File: config.mk
export PLATFORM = sky130hd
export DESIGN_NAME = altpcierd_mrd_scheduler_flat
export DESIGN_NICKNAME = d
export VERILOG_FILES = /design/src/rtl/altpcierd_mrd_scheduler_pkg.sv /design/src/rtl/altpcierd_mrd_scheduler_if.sv /design/src/rtl/altpcierd_mrd_scheduler_tag_pool.sv /design/src/rtl/altpcierd_mrd_scheduler.sv /design/src/flat_wrapper.sv
export SDC_FILE = /design/constraint.sdc
export NUM_CORES = 1
export LEC_CHECK = 0
export BUFFER_PORTS_ARGS = -buffer_cell sky130_fd_sc_hd__buf_2
export CORE_ASPECT_RATIO = 1.2
export CORE_MARGIN = 2
export CORE_UTILIZATION = 35
export CTS_CLUSTER_DIAMETER = 80
export DETAILED_ROUTE_END_ITERATION = 8
export PLACE_DENSITY = 0.57
export SYNTH_ARGS = -nofsm -noshare
export SYNTH_HDL_FRONTEND = slang
export SYNTH_SLANG_ARGS = --single-unit
export TNS_END_PERCENT = 10
File: constraint.sdc
create_clock -name clk_in -period 8.1 [get_ports clk_in]
set_clock_uncertainty 0.1 [all_clocks]
set_input_delay 1.62 -clock clk_in [delete_from_list [all_inputs] [get_ports clk_in]]
set_output_delay 1.62 -clock clk_in [all_outputs]
set_load 0.02 [all_outputs]
File: src/rtl/altpcierd_mrd_scheduler_pkg.sv
// altpcierd_dma_pkg: shared states, constants and sizing helper for the MRd scheduler
package altpcierd_dma_pkg;
    typedef enum logic [2:0] {S_IDLE, S_LOAD, S_SIZE, S_WAIT_CRED, S_ISSUE, S_HOLD, S_DRAIN} mrd_state_e;
    localparam int C_4K_BYTES = 4096;
    localparam int C_MAX_MRD_DW = 1024;
    function automatic logic [16:0] min3(input logic [16:0] a, input logic [16:0] b, input logic [16:0] c);
        logic [16:0] m;
        m = a < b ? a : b;
        return m < c ? m : c;
    endfunction
endpackage

File: src/rtl/altpcierd_mrd_scheduler_if.sv
// altpcierd_mrd_scheduler_if: descriptor, credit, MRd and completion signals of the scheduler
interface altpcierd_mrd_scheduler_if #(parameter int ADDR_W = 64);
    logic              desc_valid;
    logic              desc_ready;
    logic [ADDR_W-1:0] desc_addr;
    logic [15:0]       desc_len_dw;
    logic [10:0]       max_rd_req_dw;
    logic              cpld_rx_buffer_ready;
    logic [15:0]       rx_buffer_cpl_max_dw;
    logic              mrd_valid;
    logic              mrd_ready;
    logic [ADDR_W-1:0] mrd_addr;
    logic [9:0]        mrd_len_dw;
    logic [7:0]        mrd_tag;
    logic              cpl_last_valid;
    logic [7:0]        cpl_last_tag;
    logic              desc_done;
    logic [8:0]        tags_outstanding;
    logic              tag_err;
    modport slave (
        input  desc_valid, desc_addr, desc_len_dw, max_rd_req_dw, cpld_rx_buffer_ready,
               rx_buffer_cpl_max_dw, mrd_ready, cpl_last_valid, cpl_last_tag,
        output desc_ready, mrd_valid, mrd_addr, mrd_len_dw, mrd_tag, desc_done,
               tags_outstanding, tag_err
    );
    modport master (
        output desc_valid, desc_addr, desc_len_dw, max_rd_req_dw, cpld_rx_buffer_ready,
               rx_buffer_cpl_max_dw, mrd_ready, cpl_last_valid, cpl_last_tag,
        input  desc_ready, mrd_valid, mrd_addr, mrd_len_dw, mrd_tag, desc_done,
               tags_outstanding, tag_err
    );
endinterface

File: src/rtl/altpcierd_mrd_scheduler_tag_pool.sv
// altpcierd_tag_pool: tag bitmap with lowest-free allocation, checked free and registered popcount
module altpcierd_tag_pool #(parameter int MAX_NUMTAG = 32) (
    input  logic       clk_in,
    input  logic       rst,
    input  logic       alloc,
    input  logic       free_valid,
    input  logic [7:0] free_tag,
    output logic       avail,
    output logic       empty,
    output logic [7:0] low_tag,
    output logic       tag_err,
    output logic [8:0] count
);
    logic [MAX_NUMTAG-1:0] map_q, map_d, free_oh, alloc_oh;
    logic       tag_err_q, tag_err_d;
    logic [8:0] count_q, count_d;
    always_comb begin
        low_tag = '0;
        avail = 1'b0;
        count_d = '0;
        free_oh = '0;
        alloc_oh = '0;
        for (int i = MAX_NUMTAG - 1; i >= 0; i--) begin
            if (!map_q[i]) begin
                low_tag = 8'(i);
                avail = 1'b1;
            end
        end
        for (int i = 0; i < MAX_NUMTAG; i++) begin
            free_oh[i] = free_valid && free_tag == 8'(i) && map_q[i];
            alloc_oh[i] = alloc && avail && low_tag == 8'(i);
            count_d = count_d + 9'(map_q[i]);
        end
        tag_err_d = free_valid && !(|free_oh);
        map_d = (map_q | alloc_oh) & ~free_oh;
    end
    always_ff @(posedge clk_in or posedge rst) begin
        if (rst) begin
            map_q <= '0;
            tag_err_q <= 1'b0;
            count_q <= '0;
        end else begin
            map_q <= map_d;
            tag_err_q <= tag_err_d;
            count_q <= count_d;
        end
    end
    assign empty = ~|map_q;
    assign tag_err = tag_err_q;
    assign count = count_q;
endmodule

File: src/rtl/altpcierd_mrd_scheduler.sv
// altpcierd_mrd_scheduler: splits read descriptors into credit-gated, 4KB-safe tagged MRd requests
module altpcierd_mrd_scheduler
    import altpcierd_dma_pkg::*;
#(
    parameter int MAX_NUMTAG = 32,
    parameter int HOLDOFF_CYC = 6,
    parameter int ADDR_W = 64
) (
    input logic clk_in,
    input logic rst,
    altpcierd_mrd_scheduler_if.slave bus
);
    mrd_state_e        state_q, state_d;
    logic [ADDR_W-1:0] cur_addr_q, cur_addr_d, mrd_addr_q, mrd_addr_d;
    logic [15:0]       rem_q, rem_d, cpl_seen_q, cpl_seen_d, hold_q, hold_d;
    logic [10:0]       chunk_q, chunk_d;
    logic [9:0]        mrd_len_q, mrd_len_d;
    logic [7:0]        mrd_tag_q, mrd_tag_d, low_tag;
    logic              desc_ready_q, desc_ready_d, desc_done_q, desc_done_d;
    logic              mrd_valid_q, mrd_valid_d, alloc, avail, empty;
    logic [16:0]       bnd_dw;
    assign bnd_dw = (17'(C_4K_BYTES) - 17'(cur_addr_q[11:0])) >> 2;
    always_comb begin
        state_d = state_q;
        cur_addr_d = cur_addr_q;
        rem_d = rem_q;
        chunk_d = chunk_q;
        cpl_seen_d = cpl_seen_q;
        hold_d = hold_q;
        mrd_valid_d = mrd_valid_q;
        mrd_addr_d = mrd_addr_q;
        mrd_len_d = mrd_len_q;
        mrd_tag_d = mrd_tag_q;
        desc_done_d = 1'b0;
        alloc = 1'b0;
        case (state_q)
            S_IDLE: if (bus.desc_valid && desc_ready_q) begin
                cur_addr_d = bus.desc_addr;
                rem_d = bus.desc_len_dw;
                desc_done_d = bus.desc_len_dw == '0;
                state_d = bus.desc_len_dw == '0 ? S_IDLE : S_LOAD;
            end
            S_LOAD: state_d = S_SIZE;
            S_SIZE: begin
                chunk_d = 11'(min3(17'(rem_q), 17'(bus.max_rd_req_dw),
                                   min3(17'(bus.rx_buffer_cpl_max_dw), bnd_dw, 17'(C_MAX_MRD_DW))));
                cpl_seen_d = bus.rx_buffer_cpl_max_dw;
                state_d = S_WAIT_CRED;
            end
            // a credit estimate change invalidates the sized chunk
            S_WAIT_CRED: if (bus.rx_buffer_cpl_max_dw != cpl_seen_q) begin
                state_d = S_SIZE;
            end else if (bus.cpld_rx_buffer_ready && chunk_q != '0 && avail) begin
                alloc = 1'b1;
                mrd_valid_d = 1'b1;
                mrd_addr_d = cur_addr_q;
                mrd_len_d = chunk_q[9:0];
                mrd_tag_d = low_tag;
                state_d = S_ISSUE;
            end
            S_ISSUE: if (bus.mrd_ready) begin
                mrd_valid_d = 1'b0;
                cur_addr_d = cur_addr_q + ADDR_W'({chunk_q, 2'b00});
                rem_d = rem_q - 16'(chunk_q);
                hold_d = '0;
                state_d = S_HOLD;
            end
            S_HOLD: begin
                hold_d = hold_q + 16'd1;
                if (hold_q == 16'(HOLDOFF_CYC - 1)) state_d = rem_q != '0 ? S_SIZE : S_DRAIN;
            end
            S_DRAIN: if (empty) begin
                desc_done_d = 1'b1;
                state_d = S_IDLE;
            end
            default: state_d = S_IDLE;
        endcase
        desc_ready_d = state_d == S_IDLE;
    end
    always_ff @(posedge clk_in or posedge rst) begin
        if (rst) begin
            state_q <= S_IDLE;
            cur_addr_q <= '0;
            rem_q <= '0;
            chunk_q <= '0;
            cpl_seen_q <= '0;
            hold_q <= '0;
            mrd_valid_q <= 1'b0;
            mrd_addr_q <= '0;
            mrd_len_q <= '0;
            mrd_tag_q <= '0;
            desc_ready_q <= 1'b0;
            desc_done_q <= 1'b0;
        end else begin
            state_q <= state_d;
            cur_addr_q <= cur_addr_d;
            rem_q <= rem_d;
            chunk_q <= chunk_d;
            cpl_seen_q <= cpl_seen_d;
            hold_q <= hold_d;
            mrd_valid_q <= mrd_valid_d;
            mrd_addr_q <= mrd_addr_d;
            mrd_len_q <= mrd_len_d;
            mrd_tag_q <= mrd_tag_d;
            desc_ready_q <= desc_ready_d;
            desc_done_q <= desc_done_d;
        end
    end
    altpcierd_tag_pool #(.MAX_NUMTAG(MAX_NUMTAG)) u_pool (
        .clk_in(clk_in),
        .rst(rst),
        .alloc(alloc),
        .free_valid(bus.cpl_last_valid),
        .free_tag(bus.cpl_last_tag),
        .avail(avail),
        .empty(empty),
        .low_tag(low_tag),
        .tag_err(bus.tag_err),
        .count(bus.tags_outstanding)
    );
    assign bus.desc_ready = desc_ready_q;
    assign bus.desc_done = desc_done_q;
    assign bus.mrd_valid = mrd_valid_q;
    assign bus.mrd_addr = mrd_addr_q;
    assign bus.mrd_len_dw = mrd_len_q;
    assign bus.mrd_tag = mrd_tag_q;
endmodule
File: src/flat_wrapper.sv
// flat-port wrapper written by rule: the top's interface ports become plain ports
module altpcierd_mrd_scheduler_flat import altpcierd_dma_pkg::*;
#(
    parameter int MAX_NUMTAG = 32,
    parameter int HOLDOFF_CYC = 6,
    parameter int ADDR_W = 64
)
  (clk_in, rst, bus_desc_valid, bus_desc_addr, bus_desc_len_dw, bus_max_rd_req_dw, bus_cpld_rx_buffer_ready, bus_rx_buffer_cpl_max_dw, bus_mrd_ready, bus_cpl_last_valid, bus_cpl_last_tag, bus_desc_ready, bus_mrd_valid, bus_mrd_addr, bus_mrd_len_dw, bus_mrd_tag, bus_desc_done, bus_tags_outstanding, bus_tag_err);
  altpcierd_mrd_scheduler_if #(.ADDR_W(ADDR_W)) bus_i ();
  input logic clk_in;
  input logic rst;
  input wire logic [$bits(bus_i.desc_valid)-1:0] bus_desc_valid;
  input wire logic [$bits(bus_i.desc_addr)-1:0] bus_desc_addr;
  input wire logic [$bits(bus_i.desc_len_dw)-1:0] bus_desc_len_dw;
  input wire logic [$bits(bus_i.max_rd_req_dw)-1:0] bus_max_rd_req_dw;
  input wire logic [$bits(bus_i.cpld_rx_buffer_ready)-1:0] bus_cpld_rx_buffer_ready;
  input wire logic [$bits(bus_i.rx_buffer_cpl_max_dw)-1:0] bus_rx_buffer_cpl_max_dw;
  input wire logic [$bits(bus_i.mrd_ready)-1:0] bus_mrd_ready;
  input wire logic [$bits(bus_i.cpl_last_valid)-1:0] bus_cpl_last_valid;
  input wire logic [$bits(bus_i.cpl_last_tag)-1:0] bus_cpl_last_tag;
  output wire logic [$bits(bus_i.desc_ready)-1:0] bus_desc_ready;
  output wire logic [$bits(bus_i.mrd_valid)-1:0] bus_mrd_valid;
  output wire logic [$bits(bus_i.mrd_addr)-1:0] bus_mrd_addr;
  output wire logic [$bits(bus_i.mrd_len_dw)-1:0] bus_mrd_len_dw;
  output wire logic [$bits(bus_i.mrd_tag)-1:0] bus_mrd_tag;
  output wire logic [$bits(bus_i.desc_done)-1:0] bus_desc_done;
  output wire logic [$bits(bus_i.tags_outstanding)-1:0] bus_tags_outstanding;
  output wire logic [$bits(bus_i.tag_err)-1:0] bus_tag_err;
  assign bus_i.desc_valid = bus_desc_valid;
  assign bus_i.desc_addr = bus_desc_addr;
  assign bus_i.desc_len_dw = bus_desc_len_dw;
  assign bus_i.max_rd_req_dw = bus_max_rd_req_dw;
  assign bus_i.cpld_rx_buffer_ready = bus_cpld_rx_buffer_ready;
  assign bus_i.rx_buffer_cpl_max_dw = bus_rx_buffer_cpl_max_dw;
  assign bus_i.mrd_ready = bus_mrd_ready;
  assign bus_i.cpl_last_valid = bus_cpl_last_valid;
  assign bus_i.cpl_last_tag = bus_cpl_last_tag;
  assign bus_desc_ready = bus_i.desc_ready;
  assign bus_mrd_valid = bus_i.mrd_valid;
  assign bus_mrd_addr = bus_i.mrd_addr;
  assign bus_mrd_len_dw = bus_i.mrd_len_dw;
  assign bus_mrd_tag = bus_i.mrd_tag;
  assign bus_desc_done = bus_i.desc_done;
  assign bus_tags_outstanding = bus_i.tags_outstanding;
  assign bus_tag_err = bus_i.tag_err;
  altpcierd_mrd_scheduler #(.MAX_NUMTAG(MAX_NUMTAG), .HOLDOFF_CYC(HOLDOFF_CYC), .ADDR_W(ADDR_W)) u_core (.clk_in(clk_in), .rst(rst), .bus(bus_i));
endmodule
# Word level (Yosys, flattened, before mapping)
# Cells that the tools add are included.
[word_totals]
reg_bits = 253
latchBits = 0
ram_bits = 0
rom_bits = 0
out_inout_bits = 95
memories = 0
[classes]
addsub = 35
multipliers = 0
div_mod_pow = 0
order_cmp = 4
eq_ne = 74
n_shift = 0
mux = 95
bitwise = 4
n_reduce_logical = 118
[op_table]
columns = ["operator", "count"]
rows = [
  ["$eq 8x5->1 const B", 32],
  ["$mux 8", 31],
  ["$add 9x1->9", 23],
  ["$eq 8x4->1 const B", 16],
  ["$mux 64", 2],
  ["$pmux 64 s2", 1],
  ["$logic_and 1x1->1", 101],
  ["$mux 16", 6],
  ["$add 64x13->64", 1],
  ["$eq 8x3->1 const B", 8],
  ["$pmux 16 s2", 2],
  ["$reduce_or 32->1", 2],
  ["$mux 1", 41],
  ["$and 32x32->32", 1],
  ["$eq 8x2->1 const B", 4],
  ["$not 32->32", 1],
  ["$or 32x32->32", 1],
  ["$mux 3", 7],
  ["$pmux 3 s7", 1],
  ["$lt 16x17->1", 1],
  ["$lt 17x11->1 const B", 1],
  ["$add 16x1->16 const B", 1],
  ["$eq 16x3->1 const B", 1],
  ["$eq 8x1->1 const B", 2],
  ["other kinds (32)", 43],
]

# Logic depth before layout (Yosys ltp)
[depth]
ltp_word = 40
mapped_depth = 27
depth_no_buf = 24

# Cells and area by module
# Synthesis repeated with hierarchy kept, for this count alone.
[unflattened]
cells_unflattened = 1732
hier_area_um2 = 15618.7
[modules_own_cells]
columns = ["mod", "n_inst", "cells_per_inst", "area_per_inst_um2", "seq_area_each_um2"]
rows = [
  ["altpcierd_mrd_scheduler", 1, 1383, 12445.7, 5280.1],
  ["altpcierd_tag_pool", 1, 349, 3173.0, 975.9],
]

# Least setup slack after synthesis
# OpenSTA, ideal clock, no wires.
[synth_path]
kind = "input port to flip-flop"
startpoint = "in bus_rx_buffer_cpl_max_dw[1]"
endpoint = "reg u_core.chunk_q[1]"
arrival_time_ps = 4908
slack_ps = 3010
stages = 23
path_buffers = 3
cell_sequence = "ha_1 -> o21a_1 -> o2111a_1 -> o41ai_1 -> a31oi_2 -> o21ai_2 -> and2_1 -> buf_2 -> nand2_1 -> nand2_1 -> nand2_1 -> ha_1 -> a21o_1 -> a21oi_1 -> o21ai_0 -> a211oi_1 -> o21ai_0 -> a21bo_2 -> o31ai_2 -> buf_6 -> buf_8 -> nand2_1 -> a31oi_1"
[synth_via]
elab_chain_len = 6
[synth_rtl]
columns = ["item", "line", "rtl"]
rows = [
  ["start, declared", "flat_wrapper.sv:17", "input wire logic [$bits(bus_i.rx_buffer_cpl_max_dw)-1:0] bus_rx_buffer_cpl_max_dw;"],
  ["$lt 16x15->1", "altpcierd_mrd_scheduler_pkg.sv:8", "m = a < b ? a : b;"],
  ["$mux 16 (*)", "altpcierd_mrd_scheduler_pkg.sv:8", ""],
  ["$lt 17x11->1", "altpcierd_mrd_scheduler_pkg.sv:9", "return m < c ? m : c;"],
  ["$mux 16 (*)", "altpcierd_mrd_scheduler_pkg.sv:9", ""],
  ["$lt 16x17->1", "altpcierd_mrd_scheduler_pkg.sv:9", ""],
  ["$mux 11 (*)", "altpcierd_mrd_scheduler_pkg.sv:9", ""],
  ["end signal, assigned", "altpcierd_mrd_scheduler.sv:98", "chunk_q <= chunk_d;"],
  ["end, declared", "altpcierd_mrd_scheduler.sv:16", "logic [10:0] chunk_q, chunk_d;"],
]
# Mark *: on every way between the ends. The rest lies on a longest branch, timed or not.
# A chain may end at the register's enable or synchronous reset.

# Final worst setup path
[layout_path]
startpoint = "reg u_core.cur_addr_q[0]"
endpoint = "reg u_core.chunk_q[4]"
[layout_via]
elab_chain_len = 7
[layout_rtl]
columns = ["item", "line", "rtl"]
rows = [
  ["start, declared", "altpcierd_mrd_scheduler.sv:14", "logic [ADDR_W-1:0] cur_addr_q, cur_addr_d, mrd_addr_q, mrd_addr_d;"],
  ["start signal, assigned", "altpcierd_mrd_scheduler.sv:96", "cur_addr_q <= cur_addr_d;"],
  ["$sub 13x12->14 (*)", "altpcierd_mrd_scheduler.sv:22", "assign bnd_dw = (17'(C_4K_BYTES) - 17'(cur_addr_q[11:0])) >> 2;"],
  ["$lt 16x15->1", "altpcierd_mrd_scheduler_pkg.sv:8", ""],
  ["$mux 16 (*)", "altpcierd_mrd_scheduler_pkg.sv:8", ""],
  ["$lt 17x11->1", "altpcierd_mrd_scheduler_pkg.sv:9", ""],
  ["$mux 16 (*)", "altpcierd_mrd_scheduler_pkg.sv:9", ""],
  ["$lt 16x17->1", "altpcierd_mrd_scheduler_pkg.sv:9", ""],
  ["$mux 11 (*)", "altpcierd_mrd_scheduler_pkg.sv:9", ""],
]
# Marks and branches as above.

==> flow_summary.yaml <==
worst_setup_path:
  setup.worst_path.start_class: "flop"
  worst-setup-path-type: "reg -> reg"
  path_cells: "nor4_1, nand2b_1, nor3_1, xor2_1, ha_1, and3_1, o2111a_1, o41ai_1, a31oi_2, o21ai_2, and2_1, nand2_1, nand2_1, nand2_1, ha_1, a21o_1, a21oi_1, o21ai_0, a21oi_1, o21ai_0, o31ai_2, buf_4, o31a_1, a22oi_1"
  cp-end-kind: "flop"
  slowest_delay_ns: 0.66
  reg2reg_depth: 24
  crit_fanout: 14
  cp.depth: 24
  cp_top_family: "compound AO/OA/AOI/OAI gates"
  crit_slowest_cell: "nor4_1"
  cp_num_buf_inv: 1
  path_common_cell: "nand2_1"
  critPathRequiredTime_ns: 8.40
  arrival_ns: 6.34
clocking:
  cts_tree: "done"
  path_clk_slew_ns: 0.06
  cts_resized: 0
  post_cts_buffers: 0
  cts_made_buffers: 30
  root_buffer: "clkbuf_16"
  htreeDepth: 1
  clockBufferDepth: 3
  hold_buffers: 0
  cts.sinks: 247
  insertion_delay_ns: 0.59
synthesis:
  synth-edff-count: 0
  async_reset_ff_frac: 1.00
  yosys.cell_types.count: 90
  yosysTopAreaCellShare: 0.399
  synth_cells: 1734
  yosysWarnings: 0
  yosys_register_bits: 247
  yosysSeqAreaShare: 0.399
  syn_avg_cell_area_um2: 8.93
  ys.flop_type: "dfrtp_1"
  synth_area_um2: 15500
  synth_top_area_cell: "dfrtp_1"
  synth_area_leaders: "dfrtp_1, nand2_1, ha_1"
routing:
  vias: 13900
  wl_um: 51100
  first_pass_iters: 5
  wl_per_cell_um: 20.5
  drc: 0
  via_per_inst: 5.59
  antenna_left: 0
  drt_iter0_markers: 820
worst_hold_path:
  hold_path_class: "reg -> reg"
  hold_path_depth: 2
place:
  io_buffer_count: 209
  gp_congestion: 0.921
  post-dp-hpwl_um: 37300
  place_area_um2: 17000
die:
  die_w_um: 196
  io_pins: 216
  rows: 84
  die_area_um2: 46000
  start_util: 0.354
  die_h_um: 234
  core_region_area_um2: 43700
timing:
  max-slew-margin-rel: 0.307
  fin_crit_ns: 6.04
  rsz0062_at_grt: "no"
  hold_viol: 0
  fin_tns_setup_ns: 0
  worstMarginPinSlew_ns: 1.04
  finalCritPeriodShare: 0.746
  whs_ns: 0.367
  max_freq_mhz: 166
  slew_viol_final: 0
  setup_viol: 0
pwr:
  p_clk_frac: 0.505
  power_density_nw_per_um2: 155
  p_seq_frac: 0.442
  power_frac_comb: 0.054
  p_sw_frac: 0.234
  intPower_mw: 2.15
  power_switching_uw: 656
  peakVddDrop_v: 0.000165
  p_leak_nw: 8.64
layout:
  drive_gt1_frac: 0.196
  utilization: 0.414
  area_growth_pct: 16.8
  nets: 2125
  final_area_um2: 18100
global_routing:
  grt_max_degree: 136
  grt_pass1_vias: 13500
  grt_overflow_total: 0
  track_usage: 0.221
  antenna_found_initial: 12
  grt_pass1_wl_um: 79600
job:
  cap_viol_max_count: 0
status:
  status: "finished clean"
## kinds of logic (layout without fill, tap and decap cells)
kind of cell    after synthesis  in the layout  share of synthesized area
simple gates                631            631                      0.200
xor+xnor                     40             40                     0.0226
flops                       247            247                      0.399
other cells                   2             17                   0.000485
fa+ha+maj                    92             92                     0.0869
compound gates              468            468                      0.190
mux                          73             73                     0.0525
buf+inv                     181            369                     0.0487
## placed cells by master (no fill, tap or decap), drive strengths merged, types with 9 or more instances in the layout
cell type  netlist  final
a211oi          13     13
a21o            22     22
a21oi          137    137
a31oi           53     53
and2            12     12
and3            25     25
buf             30    226
clkbuf          62     42
conb             2     14
dfrtp          247    247
fa              26     26
ha              66     66
inv             89     88
mux2            66     66
nand2          225    225
nand2b          20     20
nand3           62     62
nand4           40     40
nor2           119    119
nor2b           20     20
nor3            44     44
nor4            23     23
o211ai           9      9
o21a            13     13
o21ai          110    110
o22ai           17     17
o31ai           10     10
or3              9      9
or4              9      9
xnor2           25     25
xor2            15     15
## flip-flops by register name (all words and copies together), names as in the netlist
name,count
u_core.bus.desc_done,1
u_core.state_q,3
u_core.hold_q,16
u_core.bus.mrd_tag,5
u_core.u_pool.tag_err,1
u_core.bus.desc_ready,1
u_core.bus.mrd_addr,64
u_core.u_pool.map_q,32
u_core.u_pool.count,6
u_core.bus.mrd_valid,1
u_core.cpl_seen_q,16
u_core.chunk_q,11
u_core.rem_q,16
u_core.bus.mrd_len_dw,10
u_core.cur_addr_q,64
## power groups by stage
| stage | sequential, mW | clock, mW | combinational, mW |
|---|---|---|---|
| 2_1_floorplan | 1.26 | 0 | 0.0840 |
| 3_3_place_gp | 1.26 | 0 | 0.150 |
| 3_5_place_dp | 1.26 | 0 | 0.151 |
| 4_1_cts | 1.24 | 1.46 | 0.152 |
| 5_1_grt | 1.24 | 1.50 | 0.168 |
| 6_report | 1.24 | 1.42 | 0.150 |
## synthesized netlist by cell type, types with 6 or more instances
| library cell | instances |
|---|---|
| a31oi_1 | 51 |
| nor2b_1 | 20 |
| fa_1 | 26 |
| or3_1 | 9 |
| a211o_1 | 6 |
| a21o_1 | 22 |
| inv_1 | 89 |
| nand4_1 | 39 |
| dfrtp_1 | 247 |
| xor2_1 | 15 |
| a211oi_1 | 13 |
| a311oi_1 | 7 |
| nor2_1 | 117 |
| ha_1 | 66 |
| o21ai_0 | 108 |
| nand3_1 | 62 |
| and3_1 | 23 |
| o31ai_1 | 9 |
| o211ai_1 | 9 |
| nor4_1 | 22 |
| mux2i_1 | 7 |
| clkbuf_1 | 60 |
| buf_2 | 16 |
| mux2_2 | 66 |
| o22a_1 | 8 |
| and2_1 | 9 |
| o22ai_1 | 17 |
| o21a_1 | 13 |
| nor3_1 | 41 |
| buf_4 | 7 |
| or4_1 | 8 |
| o21bai_1 | 6 |
| nand2b_1 | 20 |
| a21oi_1 | 137 |
| nand2_1 | 224 |
| xnor2_1 | 25 |
## path summary, 6_finish.rpt
path,from,endpoint,slack (ns)
hold reg to reg,u_core.bus.mrd_tag[4],u_core.bus.mrd_tag[4],0.37
hold / removal,u_core.bus.mrd_tag[4],u_core.bus.mrd_tag[4],0.37
min in group asynchronous,rst,u_core.bus.mrd_tag[0],1.18
max in group asynchronous,rst,u_core.cur_addr_q[43],5.21
setup reg to reg,u_core.cur_addr_q[0],u_core.chunk_q[4],2.06
setup / recovery,u_core.cur_addr_q[0],u_core.chunk_q[4],2.06
## routing by layer
layer	vias up	wire (µm)	GRT usage
met5	-	106	0
met4	18	1140	0.0575
met3	86	3060	0.0403
met2	450	24600	0.383
met1	6787	22100	0.285
li1	6600	-	-
## cell type report
class                      count  area (µm²)
inverter                      89         338
tap                          559         699
clock buffer                  42         897
sequential                   247        6180
antenna                        3        7.51
fill                        4374       25600
clock inverter                12         141
timing repair buffer         226        1190
multi-input combinational   1318        8640
## per-stage QoR
stage / setup slack [ns] / cells / power (mW)
3_3_place_gp: 1.97 / 2439 / 1.41
6_report: 2.06 / 2496 / 2.80
5_1_grt: 1.57 / 2493 / 2.91
3_5_place_dp: 1.98 / 2439 / 1.41
4_1_cts: 2.18 / 2493 / 2.85
2_1_floorplan: 3.01 / 1746 / 1.35
## worst reg2reg max path, delay by kind of cell, from the launching register on
kind                       cells  cell delay [ns]
AOI/OAI and AO/OA             12             2.36
and+or+nand+nor                8             1.82
xor gates and xnor gates       1             0.27
adders and majority gates      2             0.59
buffers and inverters          1             0.31
DFF                            1             0.42
(Power assumes the default switching activity.)
